## src/rtl/branch_predict_unit.sv

```systemverilog
// Fetch-side branch predictor: direct-mapped BHT (2-bit counters) plus BTB, looked up in IF,
// resolved and trained from EX, with saturating branch/mispredict performance counters.
module branch_predict_unit #(
    parameter int ENTRIES = 16,
    parameter int XLEN    = 32
) (
    input  logic            clk,
    input  logic            rst,
    input  logic [XLEN-1:0] if_pc,
    output logic            pred_taken,
    output logic [XLEN-1:0] pred_target,
    input  logic            ex_valid,
    input  logic [XLEN-1:0] ex_pc,
    input  logic            ex_is_branch,
    input  logic            ex_is_jump,
    input  logic            ex_taken,
    input  logic [XLEN-1:0] ex_target,
    input  logic            ex_pred_taken,
    input  logic [XLEN-1:0] ex_pred_target,
    output logic            redirect_valid,
    output logic [XLEN-1:0] redirect_pc,
    output logic            flush,
    output logic [31:0]     br_count,
    output logic [31:0]     mispred_count
);

    localparam int IDX_W = $clog2(ENTRIES);
    localparam int TAG_W = XLEN - IDX_W - 2;

    logic             valid_q  [ENTRIES];
    logic             valid_d  [ENTRIES];
    logic [TAG_W-1:0] tag_q    [ENTRIES];
    logic [TAG_W-1:0] tag_d    [ENTRIES];
    logic [XLEN-1:0]  target_q [ENTRIES];
    logic [XLEN-1:0]  target_d [ENTRIES];
    logic [1:0]       ctr_q    [ENTRIES];
    logic [1:0]       ctr_d    [ENTRIES];
    logic [31:0]      br_count_q, br_count_d;
    logic [31:0]      mispred_count_q, mispred_count_d;

    logic [IDX_W-1:0] if_idx, ex_idx;
    logic [TAG_W-1:0] if_tag, ex_tag;
    logic             if_hit, ex_hit;
    logic             ctl, actual, mispred;

    // PC word-offset bits never select an entry.
    logic unused_pc_bits;
    assign unused_pc_bits = ^{if_pc[1:0], ex_pc[1:0]};

    assign if_idx = if_pc[IDX_W+1:2];
    assign if_tag = if_pc[XLEN-1:IDX_W+2];
    assign ex_idx = ex_pc[IDX_W+1:2];
    assign ex_tag = ex_pc[XLEN-1:IDX_W+2];
    assign if_hit = valid_q[if_idx] && (tag_q[if_idx] == if_tag);
    assign ex_hit = valid_q[ex_idx] && (tag_q[ex_idx] == ex_tag);

    // Lookup reads registered state only, so a same-cycle update is not bypassed.
    always_comb begin
        pred_taken  = 1'b0;
        pred_target = '0;
        if (!rst && if_hit && ctr_q[if_idx][1]) begin
            pred_taken  = 1'b1;
            pred_target = target_q[if_idx];
        end
    end

    // Gating ctl with rst also drops any resolution arriving in a reset cycle.
    assign ctl     = ex_valid && (ex_is_branch || ex_is_jump) && !rst;
    assign actual  = ex_is_jump || ex_taken;
    assign mispred = ctl && ((actual != ex_pred_taken) ||
                             (actual && (ex_target != ex_pred_target)));

    always_comb begin
        redirect_pc = '0;
        if (!rst) begin
            redirect_pc = actual ? ex_target : ex_pc + XLEN'(4);
        end
    end

    assign redirect_valid = mispred;
    assign flush          = mispred;

    always_comb begin
        valid_d  = valid_q;
        tag_d    = tag_q;
        target_d = target_q;
        ctr_d    = ctr_q;
        if (ctl) begin
            if (actual) begin
                valid_d[ex_idx]  = 1'b1;
                tag_d[ex_idx]    = ex_tag;
                target_d[ex_idx] = ex_target;
                if (ex_is_jump) begin
                    ctr_d[ex_idx] = 2'b11;
                end else if (ex_hit) begin
                    ctr_d[ex_idx] = (ctr_q[ex_idx] == 2'b11) ? 2'b11 : ctr_q[ex_idx] + 2'd1;
                end else begin
                    ctr_d[ex_idx] = 2'b10;
                end
            end else if (ex_hit) begin
                ctr_d[ex_idx] = (ctr_q[ex_idx] == 2'b00) ? 2'b00 : ctr_q[ex_idx] - 2'd1;
            end
        end
    end

    always_comb begin
        br_count_d      = br_count_q;
        mispred_count_d = mispred_count_q;
        if (ctl && (br_count_q != 32'hFFFF_FFFF)) begin
            br_count_d = br_count_q + 32'd1;
        end
        if (mispred && (mispred_count_q != 32'hFFFF_FFFF)) begin
            mispred_count_d = mispred_count_q + 32'd1;
        end
    end

    // NOTE: state updates use non-blocking assignments so every flop samples pre-edge values.
    // NOTE: the table itself is reset (not just valid bits) because counters must restart at 2'b01.
    always_ff @(posedge clk) begin
        if (rst) begin
            for (int i = 0; i < ENTRIES; i++) begin
                valid_q[i]  <= 1'b0;
                tag_q[i]    <= '0;
                target_q[i] <= '0;
                ctr_q[i]    <= 2'b01;
            end
            br_count_q      <= '0;
            mispred_count_q <= '0;
        end else begin
            valid_q         <= valid_d;
            tag_q           <= tag_d;
            target_q        <= target_d;
            ctr_q           <= ctr_d;
            br_count_q      <= br_count_d;
            mispred_count_q <= mispred_count_d;
        end
    end

    assign br_count      = br_count_q;
    assign mispred_count = mispred_count_q;

endmodule

```

## config.mk

```make
export PLATFORM = sky130hd
export DESIGN_NAME = branch_predict_unit
export DESIGN_NICKNAME = d
export VERILOG_FILES = /design/src/rtl/branch_predict_unit.sv
export SDC_FILE = /design/constraint.sdc
export NUM_CORES = 2
export LEC_CHECK = 0
export BUFFER_PORTS_ARGS = -buffer_cell sky130_fd_sc_hd__buf_2
export CAP_MARGIN = 20
export CORE_MARGIN = 2
export CORE_UTILIZATION = 57
export CTS_CLUSTER_SIZE = 16
export DETAILED_ROUTE_END_ITERATION = 8
export HOLD_SLACK_MARGIN = 0.06
export PLACE_DENSITY = 0.85
export SLEW_MARGIN = 20
export SYNTH_ARGS = -nofsm -noshare
export SYNTH_HDL_FRONTEND = slang
export SYNTH_SLANG_ARGS = --single-unit
```

## constraint.sdc

```tcl
create_clock -name clk -period 9.2 [get_ports clk]
set_clock_uncertainty 0.15 [all_clocks]
set_input_delay 0.92 -clock clk [delete_from_list [all_inputs] [get_ports clk]]
set_output_delay 0.92 -clock clk [all_outputs]
set_load 0.005 [all_outputs]
```

==> flow_metrics.env <==
export IMPL_status="finished with violations"
export IMPL_violations="DRC"
export IMPL_yosysSeqAreaShare_pct=41.4
export IMPL_place_inst=6790
export IMPL_fin_util_pct=63.4
export IMPL_maxSlewViolCount=0
export IMPL_critPathSlowestCell="xnor2_1"
export IMPL_hp_class="flop to flop"
export IMPL_critPathKind="input pin to primary output"
export IMPL_crit_path_start_kind="input pin"
export IMPL_post_place_ws_ps=2990
export IMPL_async_flop_share_pct=0
export IMPL_synth_edf_count=0
export IMPL_design_area_mm2=0.0552
export IMPL_port_buffers=263
export IMPL_synth_top_area_cell="dfxtp_1"
export IMPL_wl_per_cell_um=25.7
export IMPL_area_growth_pct=9.79
export IMPL_share_comb_of_total_power_pct=7.5
export IMPL_p_per_area_mw_per_mm2=174
export IMPL_grt_util_all_layers_pct=38.5
export IMPL_instances_no_fill=6992
export IMPL_seqPwrFrac_pct=47.4
export IMPL_place_area_mm2=0.0517
export IMPL_htree_levels=3
export IMPL_drive_above_1_share_pct=16.0
export IMPL_antenna_found_initial=20
export IMPL_routed_via_density=6.75
export IMPL_clk_path_buf_depth=3
export IMPL_fin_crit_ps=6580
export IMPL_synth_flop_cell="dfxtp_1"
export IMPL_nets=5884
export IMPL_cp_buffers_inverters=4
export IMPL_finalHoldViolations=0
export IMPL_cts_buffers=104
export IMPL_dp_hpwl_um=104000
export IMPL_route_antenna_remaining_nets=0
export IMPL_p_clk_share_pct=45.1
export IMPL_start_util_pct=57.7
export IMPL_crit_arrival_ps=5510
export IMPL_whs_ps=301
export IMPL_postCtsSetupBuffers=0
export IMPL_yosys_top_cells_count="1939 x nand2_1, 1040 x dfxtp_1, 953 x a21oi_1, 483 x clkbuf_1, 366 x mux4_2"
export IMPL_holdBufCountCts=0
export IMPL_avgSynthCellArea_um2=8.55
export IMPL_yosysWarningCount=0
export IMPL_max_stage_delay_ps=820
export IMPL_worst_slew_pin_slew_ps=1300
export IMPL_ys_ff_latch=1040
export IMPL_cts_tree="yes"
export IMPL_setup_viol=0
export IMPL_maxCapViolations=0
export IMPL_timing_final_crit_share_pct=71.5
export IMPL_required_ps=8130
export IMPL_yosys_cell_types_count=71
export IMPL_syn_inst=5877
export IMPL_postCtsResizedCells=0
export IMPL_crit_chain="buf_6 -> buf_4 -> mux4_2 -> mux4_2 -> xnor2_1 -> nand4_1 -> nor3_1 -> nand4_1 -> buf_4 -> nor2b_1 -> buf_2"
export IMPL_end_kind="primary output"
export IMPL_grt_pass1_wl_um=266000
export IMPL_pin_count=266
export IMPL_swShare_pct=25.3
export IMPL_cts_clk_slew_worst_paths_ps=60
export IMPL_syn_area_mm2=0.0502
export IMPL_grt_max_degree=226
export IMPL_drt_wl_total_um=180000
export IMPL_fp_row_count=108
export IMPL_vias=47200
export IMPL_relSlewSlack_pct=13.4
export IMPL_grt_pass1_vias=45200
export IMPL_internal_power_mw=7.15
export IMPL_place_gp_congestion=1.01
export IMPL_clk_latency_ps=720
export IMPL_fill_cells=6703
export IMPL_firstDrtPassIters=9
export IMPL_rsz0062_at_grt="false"
export IMPL_drtIter0Drc=8176
export IMPL_crit_fanout=44
export IMPL_yosysMostFrequentCell="nand2_1"
export IMPL_synthTopCellsByArea="dfxtp_1 41%, mux4_2 16%, nand2_1 14%"
export IMPL_synth_top_area_share_pct=41.4
export IMPL_drc_errors=2
export IMPL_setup_tns_final_ps=0
export IMPL_fmax_ghz=0.152
export IMPL_ir_drop_uv=140
export IMPL_dieArea_mm2=0.0905
export IMPL_core_mm2=0.0870
export IMPL_worst_slack_ps=2620
export IMPL_grt_overflow=0
export IMPL_die_w_um=301
export IMPL_cts_root_buf="clkbuf_16"
export IMPL_cp_top_family="buffers and inverters"
export IMPL_clock_sinks=1040
export IMPL_power_leakage_nw=18.4
export IMPL_power_mw=9.58
export IMPL_synth_fp_nets=6018
export IMPL_power_switching_mw=2.43
export IMPL_die_h_um=301
[layout make-up]
cell class	count	area [µm²]	share of cell area [%]
Inverter	24	90.1	0.163
Timing Repair Buffer	336	1980	3.60
Clock inverter	36	442	0.801
Antenna cell	12	30.0	0.0544
Multi-Input combinational cell	4237	27400	49.6
Clock buffer	152	2980	5.41
Tap cell	1155	1450	2.62
Sequential cell	1040	20800	37.7
[routing by layer]
layer  vias up  track usage, %  part of all wire [%]
met5         -            1.16                  0.15
met1     22300            47.3                    34
met2      3954            56.4                    42
met4        20            25.8                   7.8
met3      1084            14.4                    16
li1      19900               -                     -
[placed cells by master, fill, tap and decap left out, types with 20 or more instances in the layout]
cell type	n
clkbuf_16	105
nor2_1	180
dfxtp_1	1040
and3_1	39
nand4_1	36
o21ai_0	34
xor2_1	72
mux4_2	366
buf_2	256
a21oi_1	953
nor2b_1	38
nor4_1	22
buf_4	70
a211oi_1	39
a22oi_1	23
nand2_1	1938
or3_1	20
mux2i_1	108
nand3_1	48
inv_1	22
xnor2_1	75
clkbuf_1	29
[power by group through the flow]
| stage | logic (mW) | registers (mW) | clock network (mW) |
|---|---|---|---|
| 6_report | 0.718 | 4.54 | 4.32 |
| 5_1_grt | 0.732 | 4.54 | 4.49 |
| 4_1_cts | 0.679 | 4.54 | 4.30 |
| 3_5_place_dp | 0.677 | 4.64 | 0 |
| 3_3_place_gp | 0.669 | 4.64 | 0 |
| 2_1_floorplan | 0.444 | 4.63 | 0 |
[tightest hold or removal path, stage by stage, from the launching register on]
cell,delay (ps)
dfxtp_1,300
nand2_1,50
a21oi_1,50
[worst paths after layout]
path | startpoint | end | slack, ps | cells past startpoint
max | if_pc[3] | pred_target[12] | 2620 | 11
max reg2reg | tag_q[332]$_SDFFE_PP0P_ | ctr_q[23]$_SDFFE_PP0P_ | 4320 | 9
min | target_q[396]$_SDFFE_PP0P_ | target_q[396]$_SDFFE_PP0P_ | 300 | 2
min reg2reg | target_q[396]$_SDFFE_PP0P_ | target_q[396]$_SDFFE_PP0P_ | 300 | 2
[flip-flops by register name, indices dropped and copies added (netlist names)]
signal,cells
tag_q,416
mispred_count,32
br_count,32
target_q,512
ctr_q,32
valid_q,16
[cell families after synthesis]
logic type	Yosys count	share of synthesized area, %
compound gates	1157	12.5
xor+xnor	147	2.56
fa+ha+maj	6	0.149
buf+inv	600	4.76
flops	1040	41.4
mux	493	19.0
simple gates	2434	19.6
No activity file was read; power rests on OpenSTA's default activity.
